## src/rtl/im_loader_pkg.sv

```systemverilog
// Shared types and helpers for the instruction-memory program loader.
package im_loader_pkg;

  localparam int BYTES_PER_INSTR = 4;

  typedef enum logic [1:0] {
    ST_IDLE   = 2'd0,
    ST_ACCEPT = 2'd1,
    ST_WRITE  = 2'd2,
    ST_DONE   = 2'd3
  } state_e;

  function automatic int mem_bytes(input int addr_w);
    return 1 << addr_w;
  endfunction

  // Big-endian byte select: index 0 is the most significant byte.
  function automatic logic [7:0] be_byte(input logic [31:0] w, input logic [1:0] idx);
    logic [7:0] b;
    case (idx)
      2'd0:    b = w[31:24];
      2'd1:    b = w[23:16];
      2'd2:    b = w[15:8];
      default: b = w[7:0];
    endcase
    return b;
  endfunction

endpackage

```

## src/rtl/im_word_serializer.sv

```systemverilog
// Latches one instruction word and steps through its bytes MSB first.
// The word output exists only when IM_LOADER_CHECKSUM_EN is defined.
module im_word_serializer
  import im_loader_pkg::*;
(
  input  logic        clk,
  input  logic        rst_n,
  input  logic        load,
  input  logic [31:0] load_word,
  input  logic        advance,
  output logic [7:0]  byte_data,
  output logic        last_byte
`ifdef IM_LOADER_CHECKSUM_EN
  ,
  output logic [31:0] word
`endif
);

  logic [31:0] word_q;
  logic [1:0]  byte_idx;

  // byte_data is registered one step ahead so it lines up with the registered write strobe.
  always_ff @(posedge clk or negedge rst_n) begin
    if (!rst_n) begin
      word_q    <= '0;
      byte_idx  <= '0;
      byte_data <= '0;
    end else if (load) begin
      word_q    <= load_word;
      byte_idx  <= 2'd0;
      byte_data <= be_byte(load_word, 2'd0);
    end else if (advance) begin
      byte_idx  <= byte_idx + 2'd1;
      byte_data <= be_byte(word_q, byte_idx + 2'd1);
    end
  end

  assign last_byte = (byte_idx == 2'd3);

`ifdef IM_LOADER_CHECKSUM_EN
  assign word = word_q;
`endif

endmodule

```

## src/rtl/im_program_loader.sv

```systemverilog
// Write side of the byte-wide big-endian instruction memory: session FSM, pointer and flags.
// Optional XOR checksum output when IM_LOADER_CHECKSUM_EN is defined.
//
// state  | meaning
// IDLE   | no session since reset
// ACCEPT | waiting for the next word (in_ready=1)
// WRITE  | emitting the 4 byte stores of the latched word
// DONE   | session ended (last word or memory end); waits for start
module im_program_loader
  import im_loader_pkg::*;
#(
  parameter int ADDR_W = 6,
  parameter int WCNT_W = 5
) (
  input  logic              clk,
  input  logic              rst_n,
  input  logic              start,
  input  logic [ADDR_W-1:0] base_addr,
  input  logic              in_valid,
  input  logic [31:0]       in_data,
  input  logic              in_last,
  output logic              in_ready,
  output logic              wr_en,
  output logic [ADDR_W-1:0] wr_addr,
  output logic [7:0]        wr_data,
  output logic              busy,
  output logic              done,
  output logic              full,
  output logic [WCNT_W-1:0] word_count
`ifdef IM_LOADER_CHECKSUM_EN
  ,
  output logic [31:0]       checksum
`endif
);

  state_e            state;
  logic [ADDR_W-1:0] ptr;
  logic [ADDR_W-1:0] ptr_next;
  logic              last_q;
  logic              handshake;
  logic              advance;
  logic              last_byte;
  logic              start_ok;
`ifdef IM_LOADER_CHECKSUM_EN
  logic [31:0]       ser_word;
`endif

  assign in_ready  = (state == ST_ACCEPT);
  assign busy      = (state == ST_ACCEPT) || (state == ST_WRITE);
  assign handshake = in_ready && in_valid;
  assign advance   = (state == ST_WRITE) && !last_byte;
  assign start_ok  = start && ((state == ST_IDLE) || (state == ST_DONE));
  assign ptr_next  = ptr + ADDR_W'(BYTES_PER_INSTR);

  im_word_serializer u_ser (
    .clk       (clk),
    .rst_n     (rst_n),
    .load      (handshake),
    .load_word (in_data),
    .advance   (advance),
    .byte_data (wr_data),
    .last_byte (last_byte)
`ifdef IM_LOADER_CHECKSUM_EN
    ,
    .word      (ser_word)
`endif
  );

  always_ff @(posedge clk or negedge rst_n) begin
    if (!rst_n) begin
      state      <= ST_IDLE;
      ptr        <= '0;
      last_q     <= 1'b0;
      wr_en      <= 1'b0;
      wr_addr    <= '0;
      done       <= 1'b0;
      full       <= 1'b0;
      word_count <= '0;
    end else begin
      case (state)
        ST_IDLE, ST_DONE: begin
          if (start_ok) begin
            ptr        <= {base_addr[ADDR_W-1:2], 2'b00};
            word_count <= '0;
            done       <= 1'b0;
            full       <= 1'b0;
            state      <= ST_ACCEPT;
          end
        end
        ST_ACCEPT: begin
          if (in_valid) begin
            last_q  <= in_last;
            wr_en   <= 1'b1;
            wr_addr <= ptr;
            state   <= ST_WRITE;
          end
        end
        ST_WRITE: begin
          if (last_byte) begin
            wr_en      <= 1'b0;
            ptr        <= ptr_next;
            word_count <= word_count + WCNT_W'(1);
            if (last_q) begin
              done  <= 1'b1;
              state <= ST_DONE;
            end else if (ptr_next == '0) begin
              // Memory end reached without in_last: stop rather than wrap onto address 0.
              done  <= 1'b1;
              full  <= 1'b1;
              state <= ST_DONE;
            end else begin
              state <= ST_ACCEPT;
            end
          end else begin
            wr_addr <= wr_addr + ADDR_W'(1);
          end
        end
        default: state <= ST_IDLE;
      endcase
    end
  end

`ifdef IM_LOADER_CHECKSUM_EN
  always_ff @(posedge clk or negedge rst_n) begin
    if (!rst_n) begin
      checksum <= '0;
    end else if (start_ok) begin
      checksum <= '0;
    end else if ((state == ST_WRITE) && last_byte) begin
      checksum <= checksum ^ ser_word;
    end
  end
`endif

endmodule

```

## config.mk

```make
export PLATFORM = sky130hd
export DESIGN_NAME = im_program_loader
export DESIGN_NICKNAME = d
export VERILOG_FILES = /design/src/rtl/im_loader_pkg.sv /design/src/rtl/im_word_serializer.sv /design/src/rtl/im_program_loader.sv
export SDC_FILE = /design/constraint.sdc
export NUM_CORES = 1
export LEC_CHECK = 0
export BUFFER_PORTS_ARGS = -buffer_cell sky130_fd_sc_hd__buf_2
export CORE_ASPECT_RATIO = 1.5
export CORE_MARGIN = 3
export CORE_UTILIZATION = 55
export CTS_CLUSTER_SIZE = 16
export DETAILED_ROUTE_END_ITERATION = 10
export PLACE_DENSITY = 0.8
export RECOVER_POWER = 50
export SLEW_MARGIN = 5
export SYNTH_ARGS = -nofsm -noshare
export SYNTH_HDL_FRONTEND = slang
export SYNTH_SLANG_ARGS = --single-unit
```

## constraint.sdc

```tcl
create_clock -name clk -period 3.3 [get_ports clk]
set_clock_uncertainty 0.2 [all_clocks]
set_input_delay 0.165 -clock clk [delete_from_list [all_inputs] [get_ports clk]]
set_output_delay 0.165 -clock clk [all_outputs]
set_load 0.005 [all_outputs]
```

==> qor.yml <==
die:
  die_h_um: 98.27
  core_um2: 5492
  fp.dieArea_um2: 6635
  fp.dieW_um: 67.52
  start_util: 0.5685
  num_rows: 33
  ios: 67
hold_path:
  holdPathStages: 4
  hold-path-endpoint: "wr_addr[1]"
  min-delay-start: "in_valid"
  hold_class: "in -> reg"
cells_and_area:
  layout.nets: 501
  final_cell_mix: "nand2_1 (96), dfrtp_1 (63), buf_2 (52), dlygate4sd3_1 (38)"
  diodes: 0
  syn_to_final_growth_pct: 28.90
  drive_gt1_frac: 0.1685
  stdcell_area_um2: 4024
  num-fill-cells: 416
  final_common_cell: "nand2_1"
cts:
  clkTransAtPathRegs_ns: 0.07
  clockBufferDepth: 2
  cts_setup_buffers: 0
  cts_max_level: 3
  root_buffer: "clkbuf_8"
  numCtsBuffers: 9
  clkSinkCount: 63
  insertion_delay_ns: 0.34
  cts_tree: "built"
drt:
  routed_wl_mm: 7.853
  num_vias: 2786
  viasPerCell: 5.347
  first_pass_iters: 4
  first_iter_violations: 171
  drc: 0
  wl_per_cell_um: 15.07
  ant_nets: 0
worst_setup_path:
  critPathKind: "reg -> reg"
  r2r_start: "state[1]"
  endpoint_kind: "flop"
  start_kind: "flop"
  r2r_slack_ns: 1.03
  ff2ff_path_depth: 7
  arrival_ns: 2.34
  crit_fanout: 20
  worst_ep_required_time_ns: 3.37
  r2r-end: "u_ser.byte_data[6]"
sta:
  final_max_slew_viol_count: 0
  finalCriticalPeriod_ns: 2.271
  rsz0062_at_grt: "no"
  fmax_mhz: 440.4
  tightest_slew_ns: 1.233
  hold_viol: 0
  period_share: 0.6882
  tns_ns: 0
  slew_headroom: 0.1777
  setup_violations: 0
synthesis:
  ys_async_sr_fraction: 1.000
  syn_area_per_cell_um2: 8.894
  syn_inst: 351
  synth_seq_cells: 63
  yosysWarnings: 0
  syn_nets: 405
  synth_area_um2: 3122
  synth-edff-count: 0
  ys_types: 39
  synthFlopType: "dfrtp_1"
  synth-seq-area-share: 0.5050
global_route:
  grtUsageTotal: 0.2589
  grt_max_degree: 52
  grt_pass1_vias: 2816
  grt_pass1_wl_mm: 12.83
  grt_overflow_total: 0
  grt_antenna_before_repair: 0
placed_design:
  hpwl_mm: 4.976
  gp_congestion: 0.8296
  port_buffers: 64
  place_area_um2: 3450
run_status:
  status: "finished clean"
pwr:
  p_leak_nw: 1.953
  ir_worst_vdd_v: 0.0005574
  power.density_nw_per_um2: 863.8
flow_run:
  drv_cap: 0
## final cells by class
type                       instances  area [µm²]  share of cell area
sequential                        63        1577              0.3918
multi-input combinational        250        1368              0.3399
timing repair buffer             107       720.7              0.1791
clock buffer                      11       141.4             0.03514
tap                               70       87.58             0.02177
clock inverter                     4       70.07             0.01741
inverter                          16       60.06             0.01493
## logic make-up after synthesis
kind of cell,count (synthesis),synth area share
simple gates,147,0.2056
fa+ha+maj,11,0.04409
mux,4,0.01443
compound gates,83,0.1599
flops,63,0.5050
xor+xnor,5,0.01403
buf+inv,38,0.05691
## critical path, cell delays in order, from the launching register on
cell     delay (ns)
dfrtp_1        0.38
inv_1          0.10
ha_1           0.29
nand2_1        0.34
buf_4          0.33
nand2_1        0.23
o21ai_0        0.15
a21oi_1        0.17
## cell usage after synthesis, types with 2 or more instances
library cell / n / area share
nand3_1: 7 / 0.011
nor2_1: 20 / 0.024
mux2i_1: 3 / 0.0096
ha_1: 11 / 0.044
a21oi_1: 28 / 0.045
o22ai_1: 2 / 0.0040
nand2b_1: 2 / 0.0040
or3_1: 2 / 0.0040
nor4_1: 3 / 0.0060
xnor2_1: 4 / 0.011
clkbuf_2: 2 / 0.0032
buf_2: 8 / 0.013
a31oi_1: 2 / 0.0040
a22oi_1: 10 / 0.024
nor2b_4: 2 / 0.0088
nor3_1: 5 / 0.0080
a221o_1: 8 / 0.026
clkbuf_1: 8 / 0.0096
nand2_1: 96 / 0.12
dfrtp_1: 63 / 0.51
buf_6: 3 / 0.011
inv_1: 16 / 0.019
o21ai_0: 28 / 0.045
and2_1: 3 / 0.0060
## sequential cells by signal (all words and copies together) (netlist names), 2 cells and up
name / cells
u_ser.byte_idx: 2
state: 2
u_ser.word_q: 32
ptr: 4
wr_addr: 6
u_ser.byte_data: 8
word_count: 5
## power breakdown
| group | total (W) | internal (W) | switching, W |
|---|---|---|---|
| clock network | 0.000729 | 0.000439 | 0.000290 |
| registers | 0.00132 | 0.00111 | 0.000217 |
| logic | 0.00142 | 0.000587 | 0.000835 |
| total | 0.00348 | 0.00213 | 0.00134 |
## worst max-delay path by stage
stage | from | to | slack (ns) | cells past startpoint
6_report | state[1] | u_ser.byte_data[6] | 1.03 | 7
5_1_grt | state[1] | u_ser.byte_data[1] | 0.82 | 7
4_1_cts | state[1] | u_ser.byte_data[6] | 1.03 | 7
3_5_place_dp | state[1] | u_ser.byte_data[6] | 1.04 | 7
3_3_place_gp | state[1] | u_ser.byte_data[3] | 1.17 | 7
2_1_floorplan | state[0] | word_count[0] | 1.28 | 7
## timing repair
item                      4_1_cts  5_1_grt
hold buffers                   38        0
hold endpoints to repair       94        0
gates resized for setup         0        0
## per-stage QoR
step	hold WS, ns	total power [W]	cells	worst slack (ns)	util
global placement	0.1555	0.002651	468	1.166	0.6282
finish	0.03337	0.003476	521	1.029	0.7327
detailed placement	0.1598	0.002717	468	1.037	0.6282
floorplan	-0.3306	0.002318	351	1.280	-
global route	0.08933	0.003762	521	0.8201	0.7327
CTS	0.001861	0.003495	521	1.033	0.7359
## per-layer routing
metal / vias up / wire [µm] / global-route usage
met5: - / 0 / 0
met4: 0 / 321 / 0.1547
met3: 23 / 323 / 0.04488
met2: 76 / 4096 / 0.4389
met1: 1316 / 3112 / 0.2921
li1: 1371 / - / -
Power figures use the tool's default switching activity.
